<file path="config.mk">
export PLATFORM = sky130hd
export DESIGN_NAME = fetch_queue_flat
export DESIGN_NICKNAME = d
export VERILOG_FILES = /design/src/rtl/fetch_queue_if.sv /design/src/rtl/fetch_queue.sv /design/src/flat_wrapper.sv
export SDC_FILE = /design/constraint.sdc
export NUM_CORES = 1
export LEC_CHECK = 0
export CAP_MARGIN = 30
export CORE_MARGIN = 5
export CORE_UTILIZATION = 45
export CTS_CLUSTER_DIAMETER = 40
export CTS_CLUSTER_SIZE = 12
export DETAILED_ROUTE_END_ITERATION = 8
export GPL_ROUTABILITY_DRIVEN = 0
export PLACE_DENSITY = 0.67
export SYNTH_ARGS = -nofsm -noshare
export SYNTH_HDL_FRONTEND = slang
export SYNTH_SLANG_ARGS = --single-unit
</file>
<file path="constraint.sdc">
create_clock -name clk -period 6.55 [get_ports clk]
set_input_delay 1.31 -clock clk [delete_from_list [all_inputs] [get_ports clk]]
set_output_delay 1.31 -clock clk [all_outputs]
set_load 0.05 [all_outputs]
</file>
<file path="src/rtl/fetch_queue_if.sv">
// Handshake bundle between fetch, the fetch queue and decode.
// Carries the clock enable, flush, the push/pop handshakes and the queue status.
interface fetch_queue_if #(
    parameter int unsigned width = 32,
    parameter int unsigned DEPTH = 4
);
    localparam int unsigned CW = $clog2(DEPTH + 1);

    logic              clkEn;
    logic              flushEn;
    logic              inValid;
    logic [width-1:0]  inPC;
    logic [31:0]       inInstr;
    logic              inReady;
    logic              stallReq;
    logic              stallStart;
    logic              outValid;
    logic [width-1:0]  outPC;
    logic [31:0]       outInstr;
    logic              outReady;
    logic [CW-1:0]     count;
    logic              overflow;

    // Queue side
    modport slave (
        input  clkEn, flushEn, inValid, inPC, inInstr, outReady,
        output inReady, stallReq, stallStart, outValid, outPC, outInstr, count, overflow
    );

    // Fetch/decode side
    modport master (
        output clkEn, flushEn, inValid, inPC, inInstr, outReady,
        input  inReady, stallReq, stallStart, outValid, outPC, outInstr, count, overflow
    );
endinterface

</file>
<file path="src/rtl/fetch_queue.sv">
// Fetch queue: circular buffer of {PC, instruction} between fetch and decode.
// Optional same-cycle empty-queue bypass enabled by macro FETCH_QUEUE_BYPASS_EN.
module fetch_queue #(
    parameter int unsigned width = 32,
    parameter int unsigned DEPTH = 4
) (
    input  logic           clk,
    input  logic           rst,
    fetch_queue_if.slave   fq
);
    localparam int unsigned CW = $clog2(DEPTH + 1);
    localparam int unsigned PW = $clog2(DEPTH);

    logic [width-1:0] pc_mem_q    [DEPTH];
    logic [31:0]      instr_mem_q [DEPTH];

    logic [PW-1:0] head_q, head_d;
    logic [PW-1:0] tail_q, tail_d;
    logic [CW-1:0] count_q, count_d;
    logic          overflow_q, overflow_d;
    logic          stall_prev_q, stall_prev_d;

    logic empty_c, full_c, stall_c;
    logic byp_c, push_c, pop_c;

    // Status flags depend on the occupancy register only, never on outReady
    always_comb begin
        empty_c = (count_q == '0);
        full_c  = (count_q == CW'(DEPTH));
        stall_c = (count_q >= CW'(DEPTH - 1));
    end

`ifdef FETCH_QUEUE_BYPASS_EN
    assign byp_c = empty_c && fq.inValid && !fq.flushEn;
`else
    assign byp_c = 1'b0;
`endif

    // A bypassed instruction taken by decode in the same cycle is never written
    always_comb begin
        push_c = fq.clkEn && fq.inValid && !full_c && !fq.flushEn
                 && !(byp_c && fq.outReady);
        pop_c  = fq.clkEn && !empty_c && fq.outReady && !fq.flushEn;
    end

    // Next-state logic for pointers, occupancy and sticky flags
    always_comb begin
        head_d       = head_q;
        tail_d       = tail_q;
        count_d      = count_q;
        overflow_d   = overflow_q;
        stall_prev_d = stall_prev_q;

        if (fq.clkEn) begin
            stall_prev_d = stall_c;
            if (fq.inValid && full_c) begin
                overflow_d = 1'b1;
            end
            if (fq.flushEn) begin
                head_d  = '0;
                tail_d  = '0;
                count_d = '0;
            end else begin
                if (push_c) begin
                    tail_d = tail_q + PW'(1);
                end
                if (pop_c) begin
                    head_d = head_q + PW'(1);
                end
                case ({push_c, pop_c})
                    2'b10:   count_d = count_q + CW'(1);
                    2'b01:   count_d = count_q - CW'(1);
                    default: count_d = count_q;
                endcase
            end
        end
    end

    always_ff @(posedge clk) begin
        if (rst) begin
            head_q       <= '0;
            tail_q       <= '0;
            count_q      <= '0;
            overflow_q   <= 1'b0;
            stall_prev_q <= 1'b0;
        end else begin
            head_q       <= head_d;
            tail_q       <= tail_d;
            count_q      <= count_d;
            overflow_q   <= overflow_d;
            stall_prev_q <= stall_prev_d;
        end
    end

    // Storage is not reset; the head mask below hides stale entries
    always_ff @(posedge clk) begin
        if (push_c && !rst) begin
            pc_mem_q[tail_q]    <= fq.inPC;
            instr_mem_q[tail_q] <= fq.inInstr;
        end
    end

    always_comb begin
        fq.outValid = !empty_c && !fq.flushEn;
        fq.outPC    = '0;
        fq.outInstr = '0;
        if (!empty_c) begin
            fq.outPC    = pc_mem_q[head_q];
            fq.outInstr = instr_mem_q[head_q];
        end
        if (byp_c) begin
            fq.outValid = 1'b1;
            fq.outPC    = fq.inPC;
            fq.outInstr = fq.inInstr;
        end
    end

    assign fq.inReady    = !full_c;
    assign fq.stallReq   = stall_c;
    assign fq.stallStart = stall_c && !stall_prev_q;
    assign fq.count      = count_q;
    assign fq.overflow   = overflow_q;
endmodule

</file>
<file path="src/flat_wrapper.sv">
// flat-port wrapper written by rule: the top's interface ports become plain ports
module fetch_queue_flat 
#(
    parameter int unsigned width = 32,
    parameter int unsigned DEPTH = 4
)
  (clk, rst, fq_clkEn, fq_flushEn, fq_inValid, fq_inPC, fq_inInstr, fq_outReady, fq_inReady, fq_stallReq, fq_stallStart, fq_outValid, fq_outPC, fq_outInstr, fq_count, fq_overflow);
  fetch_queue_if #(.width(width), .DEPTH(DEPTH)) fq_i ();
  input  logic clk;
  input  logic rst;
  input wire logic [$bits(fq_i.clkEn)-1:0] fq_clkEn;
  input wire logic [$bits(fq_i.flushEn)-1:0] fq_flushEn;
  input wire logic [$bits(fq_i.inValid)-1:0] fq_inValid;
  input wire logic [$bits(fq_i.inPC)-1:0] fq_inPC;
  input wire logic [$bits(fq_i.inInstr)-1:0] fq_inInstr;
  input wire logic [$bits(fq_i.outReady)-1:0] fq_outReady;
  output wire logic [$bits(fq_i.inReady)-1:0] fq_inReady;
  output wire logic [$bits(fq_i.stallReq)-1:0] fq_stallReq;
  output wire logic [$bits(fq_i.stallStart)-1:0] fq_stallStart;
  output wire logic [$bits(fq_i.outValid)-1:0] fq_outValid;
  output wire logic [$bits(fq_i.outPC)-1:0] fq_outPC;
  output wire logic [$bits(fq_i.outInstr)-1:0] fq_outInstr;
  output wire logic [$bits(fq_i.count)-1:0] fq_count;
  output wire logic [$bits(fq_i.overflow)-1:0] fq_overflow;
  assign fq_i.clkEn = fq_clkEn;
  assign fq_i.flushEn = fq_flushEn;
  assign fq_i.inValid = fq_inValid;
  assign fq_i.inPC = fq_inPC;
  assign fq_i.inInstr = fq_inInstr;
  assign fq_i.outReady = fq_outReady;
  assign fq_inReady = fq_i.inReady;
  assign fq_stallReq = fq_i.stallReq;
  assign fq_stallStart = fq_i.stallStart;
  assign fq_outValid = fq_i.outValid;
  assign fq_outPC = fq_i.outPC;
  assign fq_outInstr = fq_i.outInstr;
  assign fq_count = fq_i.count;
  assign fq_overflow = fq_i.overflow;
  fetch_queue #(.width(width), .DEPTH(DEPTH)) u_core (.clk(clk), .rst(rst), .fq(fq_i));
endmodule
</file>
; Word-level counts from Yosys, hierarchy flattened
; Memories as Yosys holds them, arrays and structs flattened. A register that Yosys moved wholly into a read port is not among the register bits.
; Index checks and enable logic that the tools add are counted.
[op_classes]
order_cmp = 1
reduce_logical = 23
mux = 14
add_sub_neg = 4
eq_ne = 3
[ops]
columns = op, n
row1 = $mux 32, 2
row2 = $mux 2, 8
row3 = $logic_and 1x1->1, 10
row4 = $reduce_and 2->1, 4
row5 = $pmux 3 s2, 1
row6 = $logic_not 1->1, 5
row7 = $add 2x1->2 const B, 2
row8 = $reduce_bool 2->1, 2
row9 = $add 3x1->3 const B, 1
row10 = $eq 3x3->1 const B, 1
row11 = $ge 3x2->1 const B, 1
row12 = $logic_not 3->1, 1
row13 = $mux 3, 1
row14 = $reduce_bool 3->1, 1
row15 = $sub 3x1->3 const B, 1
row16 = $eq 2x1->1 const B, 1
row17 = $eq 2x2->1 const B, 1
row18 = $mux 1, 2
[totals]
n_memories = 2
in_bits = 70
word_cells = 52
register_bits = 9
ramBits = 256
out_inout_bits = 72
[mem_list]
columns = memory, depth, word_bits, rd, rd_ports_with_merged_regs, write_ports, line_no
row1 = u_core.instr_mem_q, 4, 32, 1, 1, 1, fetch_queue.sv:15  ; logic [31:0] instr_mem_q [DEPTH];
row2 = u_core.pc_mem_q, 4, 32, 1, 1, 1, fetch_queue.sv:14  ; logic [width-1:0] pc_mem_q [DEPTH];

; Longest topological paths before layout
[depth]
word_depth = 9
depth_mapped = 10
mapped_depth_nobuf = 9

; Worst setup path after synthesis
; No wires, ideal clock.
[synth_path]
path_type = input -> register
start = input port fq_clkEn
end = memory u_core.instr_mem_q[0][0] (enable)
path_buffers = 1
path_stages = 4
path_slack_ns = 2.656
arrival_ns = 3.465
cell_sequence = clkbuf_1 > nand3_1 > nor3_1 > and2_1
[synth_via]
elab_chain_len = 6
[synth_lines]
columns = item, line_no
row1 = "start, declared", flat_wrapper.sv:11  ; input wire logic [$bits(fq_i.clkEn)-1:0] fq_clkEn;
row2 = $logic_and 1x1->1 (3 in a row), fetch_queue.sv:41  ; push_c = fq.clkEn && fq.inValid && !full_c && !fq.flushEn
row3 = $logic_and 1x1->1, fetch_queue.sv:97  ; if (push_c && !rst) begin
row4 = $mux 1, fetch_queue.sv:97
row5 = $mux 1 (not written as such), fetch_queue.sv:99  ; instr_mem_q[tail_q] <= fq.inInstr;
row6 = "end, declared", fetch_queue.sv:15
; No other way between the ends.

==> metrics <==
initial core utilization 45.8%; DR iter-0 viols 272; Primary FF master, synth edfxtp_1; vias in the first global route 5686; final hold slack 0.501 ns; number of antenna diodes 0; reg2reg start u_core.fq.count[1]; Die ar. roughly 0.026 mm2; detailed-route DRC error count 0; antenna violations before repair 0; Synth Cell Area 0.0104 mm2; Max Root-Sink Buffers 3; Via density 5.38; Critical Path End fq_outPC[15]; Placeable Area 0.0226 mm2; Power Total 3.95 mW; Hold WC Path Type flip-flop to flip-flop; peak supply drop around 0.21 mV; maxcap violations 0; CP Capture Type output port; GRT Total Usage 15.7%; Hold Path Depth 2; # rows 55; synthesis-stage register bit count 267; cell area after layout between 0.01 and 0.015 mm2; cells after synthesis approximately 490; status finished clean; number of distinct library cells after synthesis 41; clock skew 0.0124 ns; first-pass GRT wire length 32.0 mm; normalized max-slew margin between 50% and 60%; # nets final approximately 730; Crit Path Max Fanout 33; WL final 20.2 mm; utilization after layout 58.8%; Worst EP required about 5.2 ns; Die Height 162 um; DR WL/cell approximately 21 um; commonest cells after routing, fill and taps aside edfxtp_1 (256), clkdlybuf4s50_1 (141), mux4_2 (64), and2_1 (64), clkbuf_16 (37); ys async rst share 0%; TritonCTS Buffers 36; Antenna Nets Post-Route 0; Seq/Total Area, Yosys 76.3%; Arr. time, crit path roughly 3.4 ns; syn_nets 566; post-CTS setup buffers 0; most common cell after layout, fill and taps aside edfxtp_1; Die X 162 um; post-DP HPWL 12.0 mm; largest net degree at the start of global routing 65; Fillers 1637; H-tree Lvls 2; Tightest Pin Transition 0.681 ns; layout cells sized above 1 20.8%; post-place setup slack 2.08 ns; endpoints failing setup 0; Layout area overhead 28.4%; Critical Setup Path Class flip-flop to output port; CTS tree built; placed cell count 897; Slew Viols, Final 0; Setup TNS 0 ns; total number of vias around 5200; TritonCTS Sinks 267; Post-Layout Cell Count roughly 960; clock-pin slew on the worst setup and hold paths 0.05 ns; yosys warns 0; PostCTS Resize Cnt 0; Synth area leaders edfxtp_1 (74%), mux4_2 (14%), and2_1 (4.1%); clock latency at the later pin of the worst-skew pair between 0.4 and 0.5 ns; final hold vios 0; PortBufs 141; Critical R2R Capture u_core.pc_mem_q[1][21]; Power Dens Cells between 200 and 300 mW/mm2; RSZ-0062 raised after global routing false; Yosys top cell area share 74.2%; Final period util between 70% and 80%; Avg Inst Size Synth 21.1 um2; Post-synth EDFFs around 260; post-layout min period 4.68 ns; CTS root buf clkbuf_16; I/O pin count 142; R2R Setup Slk 3.97 ns; Final Worst Setup Slack 1.87 ns; Yosys top cell by area edfxtp_1; startpoint types flip-flop; LEAKAGE roughly 4.2 nW; area of placed instances 0.0121 mm2; gr ovfl total 0; CTS Hold Bufs 0; drt first pass iters 4; f_max 0.214 GHz; r2r worst-path depth 6
==> cells in the mapped netlist, types with 2 or more instances <==
master and instances:
nand2_1 2, a31oi_1 2, o211ai_1 3, or3_1 4, nand3_1 2, nor3b_1 2, and2_1 68, a21oi_1 8
edfxtp_1 256, buf_6 2, inv_1 5, o21ai_0 4, a21o_1 2, clkbuf_1 13, buf_1 2, dfxtp_1 11
clkbuf_2 2, ha_1 5, mux4_2 64, buf_2 8, nor2_1 4, nand2b_1 2, nor2b_1 2
==> worst min path at each step <==
stage	start	end	slack (ns)
6_report	u_core.head_q[1]	flip-flop	0.50
5_1_grt	u_core.head_q[1]	flip-flop	0.52
4_1_cts	u_core.head_q[1]	flip-flop	0.50
3_5_place_dp	u_core.fq.overflow	u_core.fq.overflow	0.49
3_3_place_gp	u_core.fq.overflow	u_core.fq.overflow	0.45
2_1_floorplan	u_core.head_q[1]	flip-flop	0.48
==> area by class of cell <==
cell class / instances / area, um2 / area share (%)
clock buffer: 39 / 933 / 7.02
clock inverter: 21 / 219 / 1.65
inverter: 6 / 22.5 / 0.169
multi-input combinational: 191 / 2310 / 17.4
sequential: 267 / 7920 / 59.5
tap: 285 / 357 / 2.68
timing repair buffer: 149 / 1540 / 11.6
==> state kept, by name, summed over array words and instances, names as in the netlist, named ones only <==
| signal | count |
|---|---|
| u_core.fq.count | 3 |
| u_core.fq.overflow | 1 |
| u_core.head_q | 2 |
| u_core.instr_mem_q | 128 |
| u_core.pc_mem_q | 128 |
| u_core.stall_prev_q | 1 |
| u_core.tail_q | 2 |
==> worst max-delay path, stage by stage, from the launching register on <==
cell             delay, ns
dfxtp_4               0.79
buf_4                 0.57
mux4_2                0.58
and2_1                0.19
clkdlybuf4s50_1       0.71
==> power by group <==
| part | switching [mW] | total [mW] | internal [mW] |
|---|---|---|---|
| combinational | 0.128 | 0.222 | 0.0932 |
| sequential | 0.00625 | 1.89 | 1.88 |
| clock | 0.689 | 1.84 | 1.16 |
| total | 0.823 | 3.95 | 3.13 |
==> logic make-up (layout without fill, tap and decap cells) <==
group / count (synthesis) / in the layout / share of synthesized area, %
multiplexers: 65 / 65 / 14.1
AND/OR/NAND/NOR: 93 / 93 / 5.65
AO/OA/AOI/OAI: 27 / 27 / 1.84
adder cells (fa/ha/maj): 5 / 5 / 0.604
flip-flops: 267 / 267 / 76.3
XOR/XNOR: 1 / 1 / 0.0845
buffers and inverters: 33 / 215 / 1.46
==> layer usage <==
layer	vias to the layer above	share of wire [%]	global-route usage, %
met4	0	2.4	5.38
li1	2321	-	-
met3	31	4.6	3.40
met2	122	53	27.6
met5	-	0	0
met1	2681	40	19.3
(Power assumes the default switching activity.)
